<file path="src/rtl/dense_pkg.sv">
// dense_pkg: shared types and constants for the dense-matrix operand feeder.
//   feeder_state_t : feeder FSM states (IDLE, PRIME, STREAM)
//   N_DEF, DW_DEF  : default matrix dimension and element width
//   beats_total(n) : beats in one full stream, (n/2)*n*(n+1)
package dense_pkg;

    localparam int N_DEF  = 560;
    localparam int DW_DEF = 32;

    typedef enum logic [1:0] {
        IDLE,
        PRIME,
        STREAM
    } feeder_state_t;

    function automatic int beats_total(input int n);
        return (n / 2) * n * (n + 1);
    endfunction

endpackage

</file>
<file path="src/rtl/dense_feeder_if.sv">
// dense_feeder_if: control, RAM and multiplier-side signals of dense_feeder.
//   master modport : the feeder (drives busy/done, RAM reads, mm_rst, datain*)
//   slave modport  : the environment (drives start and both RAM read-data buses)
interface dense_feeder_if
    import dense_pkg::*;
#(
    parameter int DW = DW_DEF,
    parameter int AW = $clog2(N_DEF * N_DEF / 2)
);
    logic          start;
    logic          busy;
    logic          done;
    logic          a_rd;
    logic [AW-1:0] a_addr;
    logic [2*DW-1:0] a_rdata;
    logic          b_rd;
    logic [AW-1:0] b_addr;
    logic [2*DW-1:0] b_rdata;
    logic          mm_rst;
    logic [DW-1:0] datain1;
    logic [DW-1:0] datain2;

    modport master (
        input  start, a_rdata, b_rdata,
        output busy, done, a_rd, a_addr, b_rd, b_addr, mm_rst, datain1, datain2
    );

    modport slave (
        output start, a_rdata, b_rdata,
        input  busy, done, a_rd, a_addr, b_rd, b_addr, mm_rst, datain1, datain2
    );
endinterface

</file>
<file path="src/rtl/dense_addr_gen.sv">
// dense_addr_gen: read-address sequencer for the A and B pair-word RAMs.
//   clk, rst   : clock, synchronous active-low reset
//   step       : a read is issued this cycle; advance to the next beat
//   clear      : restart from beat 0 (accepted start)
//   a_rd/b_rd  : read enables (exactly one high while step is high)
//   a_addr/b_addr : word addresses, driven straight from the counters
//   last       : every beat of the stream has been issued
module dense_addr_gen
    import dense_pkg::*;
#(
    parameter int N  = N_DEF,
    parameter int AW = $clog2(N * N / 2)
) (
    input  logic          clk,
    input  logic          rst,
    input  logic          step,
    input  logic          clear,
    output logic          a_rd,
    output logic          b_rd,
    output logic [AW-1:0] a_addr,
    output logic [AW-1:0] b_addr,
    output logic          last
);
    localparam int PW = $clog2(N + 1);
    localparam logic [AW-1:0] WMAX = AW'(N * N / 2 - 1);
    localparam logic [PW-1:0] PMAX = PW'(N);

    // phase 0 = A beat, phases 1..N = B beats of the current segment
    logic [PW-1:0] phase_q, phase_d;
    logic [AW-1:0] a_q, a_d, b_q, b_d;
    logic          last_q, last_d;
    logic          seg_end;

    always_comb begin
        seg_end = (phase_q == PMAX);
        phase_d = phase_q;
        a_d     = a_q;
        b_d     = b_q;
        last_d  = last_q;
        if (clear) begin
            phase_d = '0;
            a_d     = '0;
            b_d     = '0;
            last_d  = 1'b0;
        end else if (step) begin
            phase_d = seg_end ? '0 : phase_q + 1'b1;
            if (phase_q != '0)
                b_d = (b_q == WMAX) ? '0 : b_q + 1'b1;
            // a_addr holds on the final segment so it never wraps inside a run
            if (seg_end) begin
                if (a_q == WMAX) last_d = 1'b1;
                else             a_d    = a_q + 1'b1;
            end
        end
    end

    always_ff @(posedge clk) begin
        if (!rst) begin
            phase_q <= '0;
            a_q     <= '0;
            b_q     <= '0;
            last_q  <= 1'b0;
        end else begin
            phase_q <= phase_d;
            a_q     <= a_d;
            b_q     <= b_d;
            last_q  <= last_d;
        end
    end

    assign a_rd   = step && (phase_q == '0);
    assign b_rd   = step && (phase_q != '0);
    assign a_addr = a_q;
    assign b_addr = b_q;
    assign last   = last_q;
endmodule

</file>
<file path="src/rtl/dense_feeder.sv">
// dense_feeder: streams A pairs and B row pairs into the dense multiplier,
// one beat per cycle, and owns the multiplier's active-low reset.
//   clk, rst : clock, synchronous active-low reset
//   bus      : dense_feeder_if.master (start/busy/done, A and B RAM read
//              ports, mm_rst, datain1/datain2)
//   beat_cnt : beats driven in the current/last run; only present when
//              DENSE_FEEDER_BEAT_CNT_EN is defined
module dense_feeder
    import dense_pkg::*;
#(
    parameter int N  = N_DEF,
    parameter int DW = DW_DEF,
    parameter int AW = $clog2(N * N / 2)
) (
    input  logic clk,
    input  logic rst,
    dense_feeder_if.master bus
`ifdef DENSE_FEEDER_BEAT_CNT_EN
    ,
    output logic [31:0] beat_cnt
`endif
);
    feeder_state_t   state_q, state_d;
    logic            accept, step, last, busy;
    logic            a_rd, b_rd;
    logic [AW-1:0]   a_addr, b_addr;
    logic            rvld_q, rsel_a_q, done_q, mm_rst_q;
    logic [DW-1:0]   d1_q, d2_q;
    logic [2*DW-1:0] rdata;

    assign accept = (state_q == IDLE) && bus.start;

    dense_addr_gen #(.N(N), .AW(AW)) u_addr (
        .clk    (clk),
        .rst    (rst),
        .step   (step),
        .clear  (accept),
        .a_rd   (a_rd),
        .b_rd   (b_rd),
        .a_addr (a_addr),
        .b_addr (b_addr),
        .last   (last)
    );

    always_ff @(posedge clk) begin
        if (!rst) state_q <= IDLE;
        else      state_q <= state_d;
    end

    // STREAM ends once everything is issued and the RAM stage is empty,
    // i.e. while the last beat sits on datain.
    always_comb begin
        state_d = state_q;
        unique case (state_q)
            IDLE:    if (bus.start) state_d = PRIME;
            PRIME:   state_d = STREAM;
            STREAM:  if (last && !rvld_q) state_d = IDLE;
            default: state_d = IDLE;
        endcase
    end

    always_comb begin
        busy = 1'b0;
        step = 1'b0;
        unique case (state_q)
            PRIME:  begin busy = 1'b1; step = 1'b1;  end
            STREAM: begin busy = 1'b1; step = !last; end
            default: ;
        endcase
    end

    assign rdata = rsel_a_q ? bus.a_rdata : bus.b_rdata;

    // rvld_q marks RAM data arriving this cycle; it becomes a beat next edge.
    always_ff @(posedge clk) begin
        if (!rst) begin
            rvld_q   <= 1'b0;
            rsel_a_q <= 1'b0;
            done_q   <= 1'b0;
            mm_rst_q <= 1'b0;
            d1_q     <= '0;
            d2_q     <= '0;
        end else begin
            rvld_q   <= a_rd | b_rd;
            rsel_a_q <= a_rd;
            done_q   <= (state_q == STREAM) && (state_d == IDLE);
            // held low through PRIME so the multiplier counts from beat 0
            if (accept)                mm_rst_q <= 1'b0;
            else if (state_q == PRIME) mm_rst_q <= 1'b1;
            d1_q     <= rvld_q ? rdata[DW-1:0]    : '0;
            d2_q     <= rvld_q ? rdata[2*DW-1:DW] : '0;
        end
    end

`ifdef DENSE_FEEDER_BEAT_CNT_EN
    logic [31:0] beat_cnt_q;
    always_ff @(posedge clk) begin
        if (!rst)        beat_cnt_q <= '0;
        else if (accept) beat_cnt_q <= '0;
        else if (rvld_q) beat_cnt_q <= beat_cnt_q + 32'd1;
    end
    assign beat_cnt = beat_cnt_q;
`endif

    assign bus.busy    = busy;
    assign bus.done    = done_q;
    assign bus.a_rd    = a_rd;
    assign bus.a_addr  = a_addr;
    assign bus.b_rd    = b_rd;
    assign bus.b_addr  = b_addr;
    assign bus.mm_rst  = mm_rst_q;
    assign bus.datain1 = d1_q;
    assign bus.datain2 = d2_q;
endmodule

</file>
<file path="src/flat_wrapper.sv">
// flat-port wrapper written by rule: the top's interface ports become plain ports
module dense_feeder_flat import dense_pkg::*;
#(
    parameter int N  = N_DEF,
    parameter int DW = DW_DEF,
    parameter int AW = $clog2(N * N / 2)
)
  (clk, rst, bus_start, bus_a_rdata, bus_b_rdata, bus_busy, bus_done, bus_a_rd, bus_a_addr, bus_b_rd, bus_b_addr, bus_mm_rst, bus_datain1, bus_datain2);
  dense_feeder_if #(.DW(DW), .AW(AW)) bus_i ();
  input  logic clk;
  input  logic rst;
  input wire logic [$bits(bus_i.start)-1:0] bus_start;
  input wire logic [$bits(bus_i.a_rdata)-1:0] bus_a_rdata;
  input wire logic [$bits(bus_i.b_rdata)-1:0] bus_b_rdata;
  output wire logic [$bits(bus_i.busy)-1:0] bus_busy;
  output wire logic [$bits(bus_i.done)-1:0] bus_done;
  output wire logic [$bits(bus_i.a_rd)-1:0] bus_a_rd;
  output wire logic [$bits(bus_i.a_addr)-1:0] bus_a_addr;
  output wire logic [$bits(bus_i.b_rd)-1:0] bus_b_rd;
  output wire logic [$bits(bus_i.b_addr)-1:0] bus_b_addr;
  output wire logic [$bits(bus_i.mm_rst)-1:0] bus_mm_rst;
  output wire logic [$bits(bus_i.datain1)-1:0] bus_datain1;
  output wire logic [$bits(bus_i.datain2)-1:0] bus_datain2;
  assign bus_i.start = bus_start;
  assign bus_i.a_rdata = bus_a_rdata;
  assign bus_i.b_rdata = bus_b_rdata;
  assign bus_busy = bus_i.busy;
  assign bus_done = bus_i.done;
  assign bus_a_rd = bus_i.a_rd;
  assign bus_a_addr = bus_i.a_addr;
  assign bus_b_rd = bus_i.b_rd;
  assign bus_b_addr = bus_i.b_addr;
  assign bus_mm_rst = bus_i.mm_rst;
  assign bus_datain1 = bus_i.datain1;
  assign bus_datain2 = bus_i.datain2;
  dense_feeder #(.N(N), .DW(DW), .AW(AW)) u_core (.clk(clk), .rst(rst), .bus(bus_i));
endmodule
</file>
<file path="config.mk">
export PLATFORM = sky130hd
export DESIGN_NAME = dense_feeder_flat
export DESIGN_NICKNAME = d
export VERILOG_FILES = /design/src/rtl/dense_pkg.sv /design/src/rtl/dense_feeder_if.sv /design/src/rtl/dense_addr_gen.sv /design/src/rtl/dense_feeder.sv /design/src/flat_wrapper.sv
export SDC_FILE = /design/constraint.sdc
export NUM_CORES = 1
export LEC_CHECK = 0
export ABC_AREA = 1
export BUFFER_PORTS_ARGS = -buffer_cell sky130_fd_sc_hd__buf_4
export CAP_MARGIN = 40
export CORE_MARGIN = 10
export CORE_UTILIZATION = 53
export CTS_BUF_LIST = sky130_fd_sc_hd__clkbuf_8
export DETAILED_ROUTE_END_ITERATION = 10
export PLACE_DENSITY = 0.92
export RECOVER_POWER = 50
export SYNTH_ARGS = -nofsm -noshare
export SYNTH_HDL_FRONTEND = slang
export SYNTH_SLANG_ARGS = --single-unit
</file>
<file path="constraint.sdc">
create_clock -name clk -period 3.7 [get_ports clk]
set_input_delay 0.37 -clock clk [delete_from_list [all_inputs] [get_ports clk]]
set_output_delay 0.37 -clock clk [all_outputs]
set_load 0.02 [all_outputs]
</file>
**Word-level counts from Yosys, hierarchy flattened**

Cells that the tools add are included.
W data, S select, Z words.

- Logic and storage cells: 47
- Output and inout port bits: 105
- Register bits: 117

- Equality and inequality tests: 5
- Bitwise gates (word level): 3
- Mux-type cells: 8
- $add $sub $neg: 3
- Reduce and logical (&&, ||, !) cells: 17

Operator list:

| operator | count |
|---|---|
| $mux W64 | 1 |
| $add A18 B1 Y18 const B | 2 |
| $eq A18 B18 Y1 const B | 2 |
| $mux W18 | 1 |
| $add A10 B1 Y10 const B | 1 |
| $eq A10 B10 Y1 const B | 1 |
| $logic_not A10 Y1 | 1 |
| $mux W10 | 1 |
| $reduce_bool A10 Y1 | 1 |
| $pmux W2 S3 | 1 |
| $reduce_and A3 Y1 | 2 |
| $logic_and A1 B1 Y1 | 5 |
| $logic_not A2 Y1 | 2 |
| $mux W2 | 2 |
| $reduce_and A2 Y1 | 2 |
| $reduce_or A2 Y1 | 2 |
| $eq A2 B1 Y1 const B | 1 |
| $eq A2 B2 Y1 const B | 1 |
| $logic_not A1 Y1 | 2 |
| $not A1 Y1 | 2 |
| $pmux W1 S2 | 1 |
| $mux W1 | 1 |
| $or A1 B1 Y1 | 1 |

**Depth between registers and ports, before layout**

- Word-level depth: 6
- Gate-level depth with buffers: 11
- Mapped depth without buffers: 10

**By module**

Synthesis repeated with hierarchy kept, for this count alone.

- Cells, all modules: 766
- Area total of the unflattened synthesis: 5521.5 µm²

By module, submodules not included:

| module | times used | area an instance (µm²) | cells each |
|---|---|---|---|
| dense_feeder | 1 | 2788.9 | 321 |
| dense_addr_gen | 1 | 2732.6 | 445 |

**Worst setup path after synthesis**

OpenSTA, ideal clock, no wires.

- Path type: reg2out
- Start point: register u_core.state_q[1]
- End point: output bus_b_rd
- Cell stages (with the launch flop): 6
- Setup slack: 1946 ps
- Buffers on the path: 1
- Arrival time: 1384 ps
- Path through: dfxtp_1 > inv_1 > ha_1 > nand2_4 > nor2_4 > buf_6

- Word-level cells in the longest chain between the ends: 3

Ends and longest elaborated chain:

| element | RTL line | RTL |
|---|---|---|
| from (decl) | dense_feeder.sv:23 | `feeder_state_t state_q, state_d;` |
| from (signal assigned) | dense_feeder.sv:47 | `else state_q <= state_d;` |
| $eq A2 B2 Y1 / $eq A2 B1 Y1 (equally long branches) | dense_feeder.sv:65 | `unique case (state_q)` |
| $pmux W1 S2 * | dense_feeder.sv:65 |  |
| $logic_and A1 B1 Y1 * | dense_addr_gen.sv:72 | `assign b_rd = step && (phase_q != '0);` |
| to (decl) | flat_wrapper.sv:19 | `output wire logic [$bits(bus_i.b_rd)-1:0] bus_b_rd;` |

Mark *: on every way between the ends. The rest lies on a longest branch, timed or not.

**Worst setup path in the final report**

- Start point: register u_core.state_q[0]
- End point: register u_core.u_addr.phase_q[4]

- Word-level cells in the longest chain between the ends: 3

Ends and longest elaborated chain:

| element | RTL line | RTL |
|---|---|---|
| parallel branches: the longest is 3 deep, another holds $eq A2 B2 Y1 | - |  |
| to (signal assigned) | dense_addr_gen.sv:64 | `phase_q <= phase_d;` |
| to (decl) | dense_addr_gen.sv:29 | `logic [PW-1:0] phase_q, phase_d;` |

Several ways; the timed one is not identified.
A chain may end at the register's enable or synchronous reset.

==> qor.yml <==
synth:
  ys_ff_latch: 117
  ys_warn_count: 0
  synthMuxAreaShare_pct: 0
  syn_inst: 778
  synth_xor_area_share_pct: 0.494
  synth-compound-area-share_pct: 8.97
  synth_area_per_cell_um2: 6.83
  synthAdderAreaFrac_pct: 1.88
  synth.distinct_cells: 31
  synth_top_family_by_area: "simple AND/OR/NAND/NOR gates"
  syn_area_um2: 5310
  yosysSeqAreaShare_pct: 44.1
  synth_nets: 917
  yosys.area_share.simple_pct: 36.6
floorplanning:
  num_rows: 36
  initial_core_util_pct: 54.4
  fp.dieH_um: 120
  die_width_um: 120
  ios: 236
  coreArea_um2: 9770
  dieArea_um2: 14400
place:
  numPortBuffers: 235
  gp_congestion: 0.911
  dp_cells: 1121
  hpwl_mm: 14.2
timing:
  fmax_ghz: 0.357
  whs_ns: 0.179
  slew_headroom_pct: 20.0
  worstMarginPinSlew_ns: 1.20
  skew_ns: 0.0120
  tns_ns: 0
  finalHoldViolCount: 0
  fin_crit_sh_pct: 75.8
  maxSlewViolCount: 0
  setup_violations: 0
  finalCriticalPeriod_ns: 2.80
  rsz0062_at_grt: "no"
worst_setup_path:
  reg2reg_to: "u_core.u_addr.phase_q[4]"
  critPathCaptureType: "flip-flop"
  regToRegStartpoint: "u_core.state_q[0]"
  critPathLaunch: "u_core.state_q[0]"
  worstPathRequired_ns: 4.02
  crit_type: "reg -> reg"
  critical_path_arrival_ns: 3.12
  crit_path_start_kind: "flip-flop"
  regToRegSetupSlack_ns: 0.90
  worstRegToRegCells: 10
  path_max_fanout: 22
worst_hold_path:
  whs_endpoint: "u_core.bus.datain1[25]"
  hold_class: "in -> reg"
  min_path_cells: 3
  hold_start: "bus_b_rdata[25]"
layout:
  n_antenna_cell: 0
  area_growth_pct: 36.0
  nNetsFinal: 1146
  drive_gt1_share_pct: 20.7
  instances_no_fill: 1152
  fill_cells: 874
  final_util_pct: 73.9
clock_network:
  clkSinkCount: 117
  ctsResizeCount: 0
  tritoncts: "built"
  ctsRootBufferMaster: "clkbuf_8"
  post-cts-setup-buffers: 0
  clk_latency_ns: 0.44
  clk_pin_slew_ns: 0.08
  htreeDepth: 4
  clk_path_buf_depth: 2
  hold_buffers: 0
  cts_buffers: 17
global_route:
  overflow: 0
  grt_pass1_wl_mm: 28.4
  grt_pass1_vias: 5441
  grt_max_degree: 65
  antenna_found_initial: 0
  track_usage_pct: 24.5
power:
  p_per_area_nw_per_um2: 395
  ir_drop_mv: 0.252
  p_leak_nw: 3.26
routing:
  num_vias: 5790
  ant_nets: 0
  drt-total-wl_mm: 18.5
  dr.first_iter.drc_count: 524
  wl_per_cell_um: 16.0
  via_per_inst: 5.03
  drc: 0
  firstDrtPassIters: 8
job:
  drv_cap: 0
run_status:
  outcome: "complete, no violations"
## cell families (layout without fill, tap and decap cells)
group,Yosys count,after routing
compound gates,91,91
fa+ha+maj,8,8
xor+xnor,3,3
flops,117,117
simple gates,456,456
buf+inv,103,344
## per-stage QoR
step	worst slack, ns	cell area (um^2)	power, W
2_1_floorplan	1.95	5310	0.00156
3_3_place_gp	1.68	7130	0.00175
3_5_place_dp	1.67	7150	0.00176
4_1_cts	1.26	7530	0.00290
5_1_grt	0.586	7220	0.00298
6_report	0.896	7220	0.00285
## worst max path at each step
stage,end,slack (ns)
after CTS,bus_b_rd,1.26
after floorplan,bus_b_rd,1.95
after global placement,u_core.u_addr.b_addr[1],1.68
after global routing,u_core.u_addr.phase_q[4],0.59
final,u_core.u_addr.phase_q[4],0.90
after detailed placement,u_core.u_addr.b_addr[0],1.67
## state kept, by name, summed over array words and instances (netlist names)
register               count
u_core.bus.datain1        32
u_core.bus.datain2        32
u_core.u_addr.a_addr      18
u_core.u_addr.b_addr      18
u_core.u_addr.phase_q     10
u_core.state_q             2
u_core.bus.done            1
u_core.bus.mm_rst          1
u_core.rsel_a_q            1
u_core.rvld_q              1
u_core.u_addr.last         1
## cell usage after synthesis
cell type  count  area [um^2]
nand2_1      261          980
dfxtp_1      117         2340
nor2_1        92          345
a21oi_1       78          390
inv_1         72          270
nand3_1       47          235
clkbuf_1      21         78.8
nand4_1       18          113
nor3_1        12         60.1
o21ai_0        9         45.0
ha_1           8          100
nand3b_1       7         52.6
buf_6          4         45.0
nand2_2        4         25.0
nor2_2         4         25.0
nor2_4         3         33.8
xor2_1         3         26.3
buf_1          2         7.51
inv_2          2         7.51
nand3_2        2         20.0
or2_2          2         12.5
a211oi_1       1         7.51
a21boi_4       1         18.8
and2_1         1         6.26
buf_2          1         5.00
buf_4          1         7.51
nand2_4        1         11.3
nor2_8         1         20.0
nor3b_1        1         7.51
o211ai_1       1         7.51
o21bai_1       1         7.51
## where the power goes
group / switching [W] / internal, W
combinational: 0.000243 / 0.000171
sequential: 0.0000123 / 0.00129
clock: 0.000532 / 0.000607
total: 0.000787 / 0.00207
## critical path: stages, from the launching register on
cell,delay (ns)
dfxtp_1,0.33
inv_1,0.10
ha_1,0.18
nand2_1,0.08
nand2_1,0.07
clkbuf_1,0.88
inv_1,0.49
nand2_1,0.35
inv_1,0.08
o21ai_0,0.08
a21oi_1,0.05
## per-layer routing
layer	vias up	track usage [%]	wire (um)
met3	35	8.39	1510
met4	0	10.4	468
met5	-	0	0
met1	2603	28.1	7300
met2	231	40.9	9200
li1	2921	-	-
## layout by cell type, fill, tap and decap left out, drive strengths merged
| cell type | instances |
|---|---|
| nand3 | 49 |
| clkinvlp | 6 |
| nand3b | 7 |
| a21oi | 78 |
| bufinv | 2 |
| ha | 8 |
| nor2 | 100 |
| and2 | 1 |
| xor2 | 3 |
| nand4 | 18 |
| o211ai | 1 |
| buf | 161 |
| dfxtp | 117 |
| nand2 | 266 |
| a211oi | 1 |
| clkinv | 4 |
| nor3 | 12 |
| inv | 75 |
| o21ai | 9 |
| nor3b | 1 |
| clkbuf | 96 |
| a21boi | 1 |
| or2 | 2 |
| o21bai | 1 |
## final cells by class
type                       instances  area, um^2  share of cell area [%]
inverter                          74         278                    3.84
sequential                       117        2340                    32.4
multi-input combinational        558        2540                    35.2
clock inverter                    13         134                    1.85
timing repair buffer             239        1510                    21.0
tap                              133         166                    2.30
clock buffer                      18         248                    3.43
No activity file was read; power rests on OpenSTA's default activity.
